$ cat src/rtl/qa_drv_prim_cf_pkg.sv
// Shared constants and helpers for the counting Bloom filter.
package qa_drv_prim_cf_pkg;

  // Widest key and widest index the hash helper supports.
  localparam int CF_KEY_MAX = 64;
  localparam int CF_IDX_MAX = 16;

  // Saturation value of a counter of the given width.
  function automatic int cf_max(input int bits);
    return (1 << bits) - 1;
  endfunction

  // Width of the signed sum cur + up - down for one bucket.
  function automatic int cf_delta_width(input int bits, input int ports, input int hashes);
    return bits + $clog2(ports * hashes + 1) + 1;
  endfunction

  // Hash j: rotate the key left by j bits inside key_bits, then XOR-fold
  // idx_bits-wide chunks. Bits above key_bits are zero, which gives the
  // zero-padding of the last chunk.
  function automatic logic [CF_IDX_MAX-1:0] cf_hash(input logic [CF_KEY_MAX-1:0] key,
                                                    input int j,
                                                    input int key_bits,
                                                    input int idx_bits);
    logic [CF_KEY_MAX-1:0] kmask;
    logic [CF_KEY_MAX-1:0] imask;
    logic [CF_KEY_MAX-1:0] kin;
    logic [CF_KEY_MAX-1:0] rest;
    logic [CF_IDX_MAX-1:0] idx;
    kmask = {CF_KEY_MAX{1'b1}} >> (CF_KEY_MAX - key_bits);
    imask = {CF_KEY_MAX{1'b1}} >> (CF_KEY_MAX - idx_bits);
    kin   = key & kmask;
    rest  = ((kin << j) | (kin >> (key_bits - j))) & kmask;
    idx   = '0;
    for (int c = 0; c < CF_KEY_MAX / 2; c++) begin
      idx  = idx ^ CF_IDX_MAX'(rest & imask);
      rest = rest >> idx_bits;
    end
    return idx;
  endfunction

endpackage

$ cat src/rtl/qa_drv_prim_cf_bucket.sv
// One saturating counter of the filter with net up/down update and clear.
module qa_drv_prim_cf_bucket
  import qa_drv_prim_cf_pkg::*;
#(
  parameter int BITS  = 4,
  parameter int UP_W  = 2,
  parameter int NET_W = 7
) (
  input  logic            clk,
  input  logic            reset,
  input  logic            clear,
  input  logic [UP_W-1:0] up,
  input  logic [UP_W-1:0] down,
  output logic [BITS-1:0] count,
  output logic [BITS-1:0] count_next,
  output logic            overflow,
  output logic            underflow
);

  localparam int MAX = cf_max(BITS);
  localparam logic signed [NET_W-1:0] MAX_S = NET_W'(MAX);

  logic signed [NET_W-1:0] net;

  // Net the increments against the decrements, then clamp into [0, MAX].
  always_comb begin
    net        = NET_W'(count) + NET_W'(up) - NET_W'(down);
    count_next = count;
    overflow   = 1'b0;
    underflow  = 1'b0;
    if (clear) begin
      count_next = '0;
    end else if (net > MAX_S) begin
      count_next = BITS'(MAX);
      overflow   = 1'b1;
    end else if (net[NET_W-1]) begin
      count_next = '0;
      underflow  = 1'b1;
    end else begin
      count_next = net[BITS-1:0];
    end
  end

  // Counter state.
  always_ff @(posedge clk or posedge reset) begin
    if (reset) begin
      count <= '0;
    end else begin
      count <= count_next;
    end
  end

endmodule

$ cat src/rtl/qa_drv_prim_counting_filter_hashed.sv
// Multi-hash counting Bloom filter with pipelined tests, bulk clear and occupancy.
module qa_drv_prim_counting_filter_hashed
  import qa_drv_prim_cf_pkg::*;
#(
  parameter int N_BUCKETS        = 64,
  parameter int BITS_PER_BUCKET  = 4,
  parameter int KEY_BITS         = 32,
  parameter int N_HASHES         = 2,
  parameter int N_TEST_CLIENTS   = 1,
  parameter int N_INSERT_CLIENTS = 1,
  parameter int N_REMOVE_CLIENTS = 1
) (
  input  logic                                        clk,
  input  logic                                        reset,
  input  logic [N_TEST_CLIENTS-1:0]                   test_en,
  input  logic [N_TEST_CLIENTS-1:0][KEY_BITS-1:0]     test_key,
  output logic [N_TEST_CLIENTS-1:0]                   test_valid,
  output logic [N_TEST_CLIENTS-1:0]                   test_isZero,
  output logic [N_TEST_CLIENTS-1:0]                   test_notFull,
  input  logic [N_INSERT_CLIENTS-1:0]                 insert_en,
  input  logic [N_INSERT_CLIENTS-1:0][KEY_BITS-1:0]   insert_key,
  input  logic [N_REMOVE_CLIENTS-1:0]                 remove_en,
  input  logic [N_REMOVE_CLIENTS-1:0][KEY_BITS-1:0]   remove_key,
  input  logic                                        clear,
  output logic [$clog2(N_BUCKETS):0]                  occupancy,
  output logic                                        overflow_err,
  output logic                                        underflow_err
);

  localparam int IDX_BITS  = $clog2(N_BUCKETS);
  localparam int OCC_W     = IDX_BITS + 1;
  localparam int BITS      = BITS_PER_BUCKET;
  localparam int MAX       = cf_max(BITS);
  localparam int MAX_PORTS = (N_INSERT_CLIENTS > N_REMOVE_CLIENTS) ? N_INSERT_CLIENTS : N_REMOVE_CLIENTS;
  localparam int CNT_W     = $clog2(MAX_PORTS * N_HASHES + 1);
  localparam int NET_W     = cf_delta_width(BITS, MAX_PORTS, N_HASHES);
  // A bucket is "not full" when a worst-case cycle of inserts cannot saturate it.
  localparam int NF_LIMIT  = MAX - N_INSERT_CLIENTS * N_HASHES;
  localparam logic NF_OK   = (NF_LIMIT >= 0);
  localparam logic [BITS-1:0] NF_LIM = (NF_LIMIT >= 0) ? BITS'(NF_LIMIT) : '0;

  // Bucket index of a key under hash j.
  function automatic logic [IDX_BITS-1:0] bucket_of(input logic [KEY_BITS-1:0] key, input int j);
    logic [CF_IDX_MAX-1:0] full;
    full = cf_hash(CF_KEY_MAX'(key), j, KEY_BITS, IDX_BITS);
    return full[IDX_BITS-1:0];
  endfunction

  logic [IDX_BITS-1:0] ins_idx [N_INSERT_CLIENTS][N_HASHES];
  logic [IDX_BITS-1:0] rem_idx [N_REMOVE_CLIENTS][N_HASHES];
  logic [IDX_BITS-1:0] tst_idx [N_TEST_CLIENTS][N_HASHES];
  logic [CNT_W-1:0]    up      [N_BUCKETS];
  logic [CNT_W-1:0]    down    [N_BUCKETS];
  logic [BITS-1:0]     count   [N_BUCKETS];
  logic [BITS-1:0]     count_next [N_BUCKETS];
  logic [N_BUCKETS-1:0] ovf_vec;
  logic [N_BUCKETS-1:0] unf_vec;
  logic [N_TEST_CLIENTS-1:0] iz;
  logic [N_TEST_CLIENTS-1:0] nf;
  logic [OCC_W-1:0]    occ_next;

  // Hash every key presented this cycle.
  always_comb begin
    for (int h = 0; h < N_HASHES; h++) begin
      for (int p = 0; p < N_INSERT_CLIENTS; p++) ins_idx[p][h] = bucket_of(insert_key[p], h);
      for (int p = 0; p < N_REMOVE_CLIENTS; p++) rem_idx[p][h] = bucket_of(remove_key[p], h);
      for (int t = 0; t < N_TEST_CLIENTS; t++)   tst_idx[t][h] = bucket_of(test_key[t], h);
    end
  end

  // Count (port, hash) hits per bucket; colliding hashes each count once.
  always_comb begin
    for (int b = 0; b < N_BUCKETS; b++) begin
      up[b]   = '0;
      down[b] = '0;
    end
    for (int h = 0; h < N_HASHES; h++) begin
      for (int p = 0; p < N_INSERT_CLIENTS; p++) begin
        if (insert_en[p]) begin
          up[ins_idx[p][h]] = up[ins_idx[p][h]] + CNT_W'(1);
        end else begin
          up[ins_idx[p][h]] = up[ins_idx[p][h]];
        end
      end
      for (int p = 0; p < N_REMOVE_CLIENTS; p++) begin
        if (remove_en[p]) begin
          down[rem_idx[p][h]] = down[rem_idx[p][h]] + CNT_W'(1);
        end else begin
          down[rem_idx[p][h]] = down[rem_idx[p][h]];
        end
      end
    end
  end

  genvar gb;
  generate
    for (gb = 0; gb < N_BUCKETS; gb++) begin : g_bucket
      qa_drv_prim_cf_bucket #(
        .BITS  (BITS),
        .UP_W  (CNT_W),
        .NET_W (NET_W)
      ) u_bucket (
        .clk        (clk),
        .reset      (reset),
        .clear      (clear),
        .up         (up[gb]),
        .down       (down[gb]),
        .count      (count[gb]),
        .count_next (count_next[gb]),
        .overflow   (ovf_vec[gb]),
        .underflow  (unf_vec[gb])
      );
    end
  endgenerate

  // Stage 0 of the test pipeline: evaluate against pre-update counters.
  always_comb begin
    for (int t = 0; t < N_TEST_CLIENTS; t++) begin
      iz[t] = 1'b0;
      nf[t] = NF_OK;
      for (int h = 0; h < N_HASHES; h++) begin
        if (count[tst_idx[t][h]] == '0) begin
          iz[t] = 1'b1;
        end else begin
          iz[t] = iz[t];
        end
        if (count[tst_idx[t][h]] > NF_LIM) begin
          nf[t] = 1'b0;
        end else begin
          nf[t] = nf[t];
        end
      end
    end
  end

  // Popcount of the counters as they will be after this edge.
  always_comb begin
    occ_next = '0;
    for (int b = 0; b < N_BUCKETS; b++) begin
      occ_next = occ_next + OCC_W'(count_next[b] != '0);
    end
  end

  // Stage 1 of the test pipeline; results are forced low when not valid.
  always_ff @(posedge clk or posedge reset) begin
    if (reset) begin
      test_valid   <= '0;
      test_isZero  <= '0;
      test_notFull <= '0;
    end else begin
      test_valid   <= test_en;
      test_isZero  <= test_en & iz;
      test_notFull <= test_en & nf;
    end
  end

  // Sticky error flags and registered occupancy.
  always_ff @(posedge clk or posedge reset) begin
    if (reset) begin
      overflow_err  <= 1'b0;
      underflow_err <= 1'b0;
      occupancy     <= '0;
    end else if (clear) begin
      overflow_err  <= 1'b0;
      underflow_err <= 1'b0;
      occupancy     <= occ_next;
    end else begin
      overflow_err  <= overflow_err | (|ovf_vec);
      underflow_err <= underflow_err | (|unf_vec);
      occupancy     <= occ_next;
    end
  end

endmodule

$ cat config.mk
export PLATFORM = sky130hd
export DESIGN_NAME = qa_drv_prim_counting_filter_hashed
export DESIGN_NICKNAME = d
export VERILOG_FILES = /design/src/rtl/qa_drv_prim_cf_pkg.sv /design/src/rtl/qa_drv_prim_cf_bucket.sv /design/src/rtl/qa_drv_prim_counting_filter_hashed.sv
export SDC_FILE = /design/constraint.sdc
export NUM_CORES = 2
export LEC_CHECK = 0
export ABC_AREA = 0
export BUFFER_PORTS_ARGS = -buffer_cell sky130_fd_sc_hd__buf_2
export CORE_ASPECT_RATIO = 0.6
export CORE_MARGIN = 4
export CORE_UTILIZATION = 50
export DETAILED_ROUTE_END_ITERATION = 7
export PLACE_DENSITY = 0.75
export SYNTH_ARGS = -nofsm -noshare
export SYNTH_HDL_FRONTEND = slang
export SYNTH_HIERARCHICAL = 1
export SYNTH_SLANG_ARGS = --single-unit
$ cat constraint.sdc
create_clock -name clk -period 21 [get_ports clk]
set_input_delay 2.1 -clock clk [delete_from_list [all_inputs] [get_ports clk]]
set_output_delay 2.1 -clock clk [all_outputs]
set_load 0.1 [all_outputs]
After elaboration in Yosys (flattened, before gate mapping)
Memory sizes are Yosys's and may differ from the RTL's.
Index checks and enable logic that the tools add are counted.
Storage, ports and cells
  latch bits: 0
  bits in writable memories: 0
  memory bits (read-only): 256
  input port bits: 102
  bits in registers: 268
  word-level logic and storage cells: 1012
  memories: 2
  output and inout bits: 12
Cells by class
  bitwise logic cells: 47
  div/mod/pow operators: 0
  shift operators: 0
  $add $sub $neg: 195
  muxes and demuxes: 550
  reduce and logical (&&, ||, !) cells: 72
  multipliers: 0
  equal/unequal tests: 0
  magnitude comparators: 76
Memory list
  (no name shown): depth 64, bits a word 2, read ports 1, clocked after memory_dff 0, write ports 0, RTL line qa_drv_prim_counting_filter_hashed.sv:89  | down[rem_idx[p][h]] = down[rem_idx[p][h]];
  (no name shown): depth 64, bits a word 2, read ports 1, clocked after memory_dff 0, write ports 0, RTL line qa_drv_prim_counting_filter_hashed.sv:82  | up[ins_idx[p][h]] = up[ins_idx[p][h]];
Operator list (count)
  2-to-1 mux 4 bit: 196
  AND 128 bit: 4
  bitwise mux 128 bit: 4
  2-to-1 mux 128 bit: 4
  greater-than comparator 7 x 5 -> 1 bit (second input constant): 64
  subtractor 7 x 2 -> 7 bit: 64
  adder 7 x 1 -> 7 bit: 62
  2-to-1 mux 1 bit: 326
  adder 4 x 2 -> 5 bit: 64
  nonzero test 4 bit: 64
  XOR 6 bit: 24
  OR reduction 64 bit: 2
  OR 32 x 1 -> 32 bit: 3
  binary-select mux 4 bit (select 6 bit): 2
  demux 2 bit (select 6 bit): 4
  >= comparator 7 bit (second input constant): 6
  inverter 6 -> 7 bit: 6
  XOR 6 x 2 -> 6 bit: 6
  < comparator 7 x 1 -> 1 bit (second input constant): 4
  binary-select mux 2 bit (select 6 bit): 2
  2-to-1 mux 2 bit: 12
  adder 2 x 1 -> 2 bit (second input constant): 4
  greater-than comparator 4 bit (second input constant): 2
  zero test 4 bit: 2
  4 further kinds: 9

Longest topological paths before layout
  depth in word-level cells: 87
  mapped depth: 38
  depth with buffers taken out: 38

Cells and area by module
The synthesis kept the hierarchy.
By module, submodules not included
  qa_drv_prim_cf_bucket: sequential area each 100.1 µm², cells an instance 45, instances 64, area an instance 395.4 µm²
  qa_drv_prim_counting_filter_hashed: sequential area each 300.3 µm², cells an instance 1436, instances 1, area an instance 10487.6 µm²

Worst setup path after synthesis
No wires, ideal clock.
  path type: input-to-reg
  from: input remove_key[7] (netlist bit)
  to: register occupancy[6]
  buffers on the path: 0
  setup slack: 9.375 ns
  setup time: 0.078 ns
  data required time: 20.922 ns
  arrival: 11.547 ns
  cell stages on the path: 33
  path through: xor3_1 -> xnor2_1 -> xnor2_1 -> nand3_1 -> mux2_2 -> nor3_1 -> a311oi_1 -> nor3_1 -> inv_1 -> fa_1 -> inv_1 -> fa_1 -> nand2b_1 -> a21oi_2 -> xnor2_1 -> a21oi_1 -> or4_1 -> ha_1 -> inv_1 -> fa_1 -> fa_1 -> fa_1 -> fa_1 -> fa_1 -> fa_1 -> fa_1 -> fa_1 -> fa_1 -> inv_1 -> a21oi_1 -> o21bai_1 -> a21oi_1 -> o21bai_1
RTL lines
  from (decl): RTL line qa_drv_prim_counting_filter_hashed.sv:23  | input logic [N_REMOVE_CLIENTS-1:0][KEY_BITS-1:0] remove_key,
  to (signal assigned): RTL line qa_drv_prim_counting_filter_hashed.sv:166  | occupancy <= occ_next;
  to (signal assigned): RTL line qa_drv_prim_counting_filter_hashed.sv:170  | occupancy <= occ_next;
  to (decl): RTL line qa_drv_prim_counting_filter_hashed.sv:25  | output logic [$clog2(N_BUCKETS):0] occupancy,

==> metrics.txt <==
placement row count=75; main combinational cell family by area after synthesis=adder cells; grt peak-use layer=met1; CP max-delay cell=nor4_2; Final Routed Wirelength=approximately 130,000 um; Core Util, Final=0.5537; Synth Area in XOR/XNOR=0.09397; first-iteration detailed-routing DRC count=about 4,500; die area=76,070 um2; status=complete, no violations; most frequent cells in the layout=inv_1 (822), nand2_1 (506), ha_1 (400); startpoint types=input pin; total grt overflow=0; grt met2 use=0.4373; RR Endpoint=occupancy[6]$_DFF_PP0_; commonest non-fill, non-tap cell in the layout=inv_1; core area=around 70,000 um2; Pre-antenna DRT Iters=7; register area share after synthesis=0.1874; Period minus WS final=between 10 and 15 ns; adder-cell share of the synthesized area=0.2416; routed via count=between 30,000 and 40,000; area grow syn2layout=8.876%; dpl cells=around 5,400; GRT Overall Usage=0.3420; max_slew headroom=0.04656; most used cell, CP=fa_1; Bufs on Longest Clock Path=3; initial core utilization=0.5086; final hold vios=0; I/O Buffers=between 100 and 150; Largest delay share family, worst path=adder cells; Via-to-Cell Ratio=5.994; I/O pin count=around 110; number of flops mapped to enable cells by yosys=0; setup bufs post-CTS=0; Fmax achieved=between 70 and 80 MHz; path type of the worst min-delay path=reg2reg; Crit. Startpoint=remove_key[2]; H-tree Lvls=1; Async SR Flop Fraction=1.000; R2R cell count=23; Setup TNS=0 ns; Main synth FF type=dfrtp_1; first-pass GRT wire length=~200,000 um; clock slew at reported path FFs=around 0.070 ns; final period utilization=0.5954; global routing usage on met3=0.1705; Setup Crit Path Kind=in2reg; CTS Buf Count=31; RSZ-0062 raised after global routing=false; Max Slew Vio Count=0; Arr. time, crit path=between 10 and 15 ns; crit end category=flop; Ys Warns=6; fin cells=about 5,500; antenna viol nets, final=0; Routability Congestion=~1.1; CP max stage delay=between 1 and 1.5 ns; layout cells sized above 1=0.08685; Filler cells=6,469; HPWL after detailed placement=107,900 um; hold_ws=between 0.8 and 0.9 ns; simple-gate share of the synthesized area=0.1621; # hold bufs at CTS=0; Nets=roughly 5,200; Resize count post-CTS=0; worst slew pin tran=between 1 and 1.5 ns; Synth cell types=just over 70; Chip Width=around 350 um; average cell area after synthesis=slightly above 8 um2; Req. time, crit path=around 22 ns; DRC=0; CP endpoint=occupancy[6]$_DFF_PP0_; number of global-route vias before repair=approximately 31,000; initial antenna violation count=10; critical path fanouts, max=11; Worst path depth=32; worst r2r src=g_bucket[28].u_bucket/count[1]$_DFF_PP0_; mapped cell area=between 30,000 and 40,000 um2; Max Cap Viol=0; register bit count reported by yosys=approximately 270; Syn Inst Count=roughly 4,300; final setup vio count=0; area fraction in compound gates after synthesis=0.1647; mux contribution to synthesized area=0.05132; Wirelength per Cell=between 20 and 25 um; CTS tree=built; Setup Skew=about 0.027 ns; largest net degree at the start of global routing=61; Clock Sink Count=between 200 and 300; Bufs and invs on worst path=4; GR met1 Demand/Resource=0.4920; clock insertion delay at the later pin of the skew report=about 0.63 ns; Root Buffer=clkbuf_16; die height=215.2 um; Worst R2R Setup Slack=roughly 12 ns
-- layout make-up --
cell class | instances | area [um2] | share of cell area
clock buffers | 39 | 855.8 | 0.02196
diodes | 4 | 10.01 | 0.0002569
clock inverters | 15 | 167.7 | 0.004302
flip-flops and latches | 268 | 6706 | 0.1721
repair buffers | 156 | 893.4 | 0.02293
multi-input cells | 3270 | 26090 | 0.6695
inverters | 823 | 3089 | 0.07927
well taps | 924 | 1156 | 0.02967
-- cell usage after synthesis (29+ instances only) --
master | instances | area share
inv_1 | 822 | 0.086
nand2_1 | 506 | 0.053
ha_1 | 400 | 0.14
a21oi_1 | 275 | 0.038
dfrtp_1 | 268 | 0.19
nor2_1 | 228 | 0.024
xnor2_1 | 193 | 0.047
fa_1 | 182 | 0.10
xor2_1 | 143 | 0.035
a21o_1 | 129 | 0.027
mux2i_1 | 122 | 0.034
nor4_1 | 91 | 0.016
nand3_1 | 80 | 0.011
and3_1 | 72 | 0.013
o22ai_1 | 72 | 0.013
nor2b_1 | 69 | 0.012
nand2b_1 | 66 | 0.012
a31o_2 | 65 | 0.016
a21oi_2 | 64 | 0.016
and2_1 | 64 | 0.011
o311a_1 | 64 | 0.018
o22a_1 | 51 | 0.012
a32oi_1 | 29 | 0.0071
-- routing by layer --
layer,wire length [um],vias to the layer above
met4,5790,8
li1,-,14843
met2,48100,2059
met3,22450,350
met1,56880,15703
met5,40,-
-- worst min-delay path: stages, from the launching register on --
cell,delay (ns)
dfrtp_1,0.44
xnor2_1,0.14
o311a_1,0.18
-- sequential cells by signal, indices dropped and copies added, names as in the netlist --
signal and cells:
g_bucket.u_bucket/count 256, test_isZero 1, underflow_err 1, overflow_err 1
test_valid 1, test_notFull 1, occupancy 7
-- worst min-delay path by stage --
stage / end / depth (start not counted) / slack, ns / startpoint
after floorplan: g_bucket[6].u_bucket/count[3]$_DFF_PP0_ / 2 / 0.70 / g_bucket[6].u_bucket/count[3]$_DFF_PP0_
after global placement: g_bucket[1].u_bucket/count[3]$_DFF_PP0_ / 2 / 0.78 / g_bucket[1].u_bucket/count[3]$_DFF_PP0_
after detailed placement: g_bucket[1].u_bucket/count[3]$_DFF_PP0_ / 2 / 0.77 / g_bucket[1].u_bucket/count[3]$_DFF_PP0_
after CTS: g_bucket[1].u_bucket/count[3]$_DFF_PP0_ / 2 / 0.80 / g_bucket[1].u_bucket/count[3]$_DFF_PP0_
after global routing: g_bucket[1].u_bucket/count[3]$_DFF_PP0_ / 2 / 0.83 / g_bucket[1].u_bucket/count[3]$_DFF_PP0_
final: g_bucket[44].u_bucket/count[3]$_DFF_PP0_ / 2 / 0.80 / g_bucket[44].u_bucket/count[3]$_DFF_PP0_
-- stage by stage --
step | setup WS, ns | instance area (um2)
2_1_floorplan | 9.375 | 36240
3_3_place_gp | 8.290 | 37940
3_5_place_dp | 8.058 | 37940
4_1_cts | 8.716 | 38960
5_1_grt | 7.979 | 38960
6_report | 8.497 | 38970
-- logic make-up after synthesis --
kind of cell             after synthesis
AND/OR/NAND/NOR                     1237
buffers and inverters                897
AO/OA/AOI/OAI                        827
adder cells (fa/ha/maj)              582
XOR/XNOR                             354
flip-flops                           268
multiplexers                         150
other                                  1
Power is left out: the tool's default activity adds up to more than one toggle a clock period on the data nets, which glitch-free logic cannot reach.
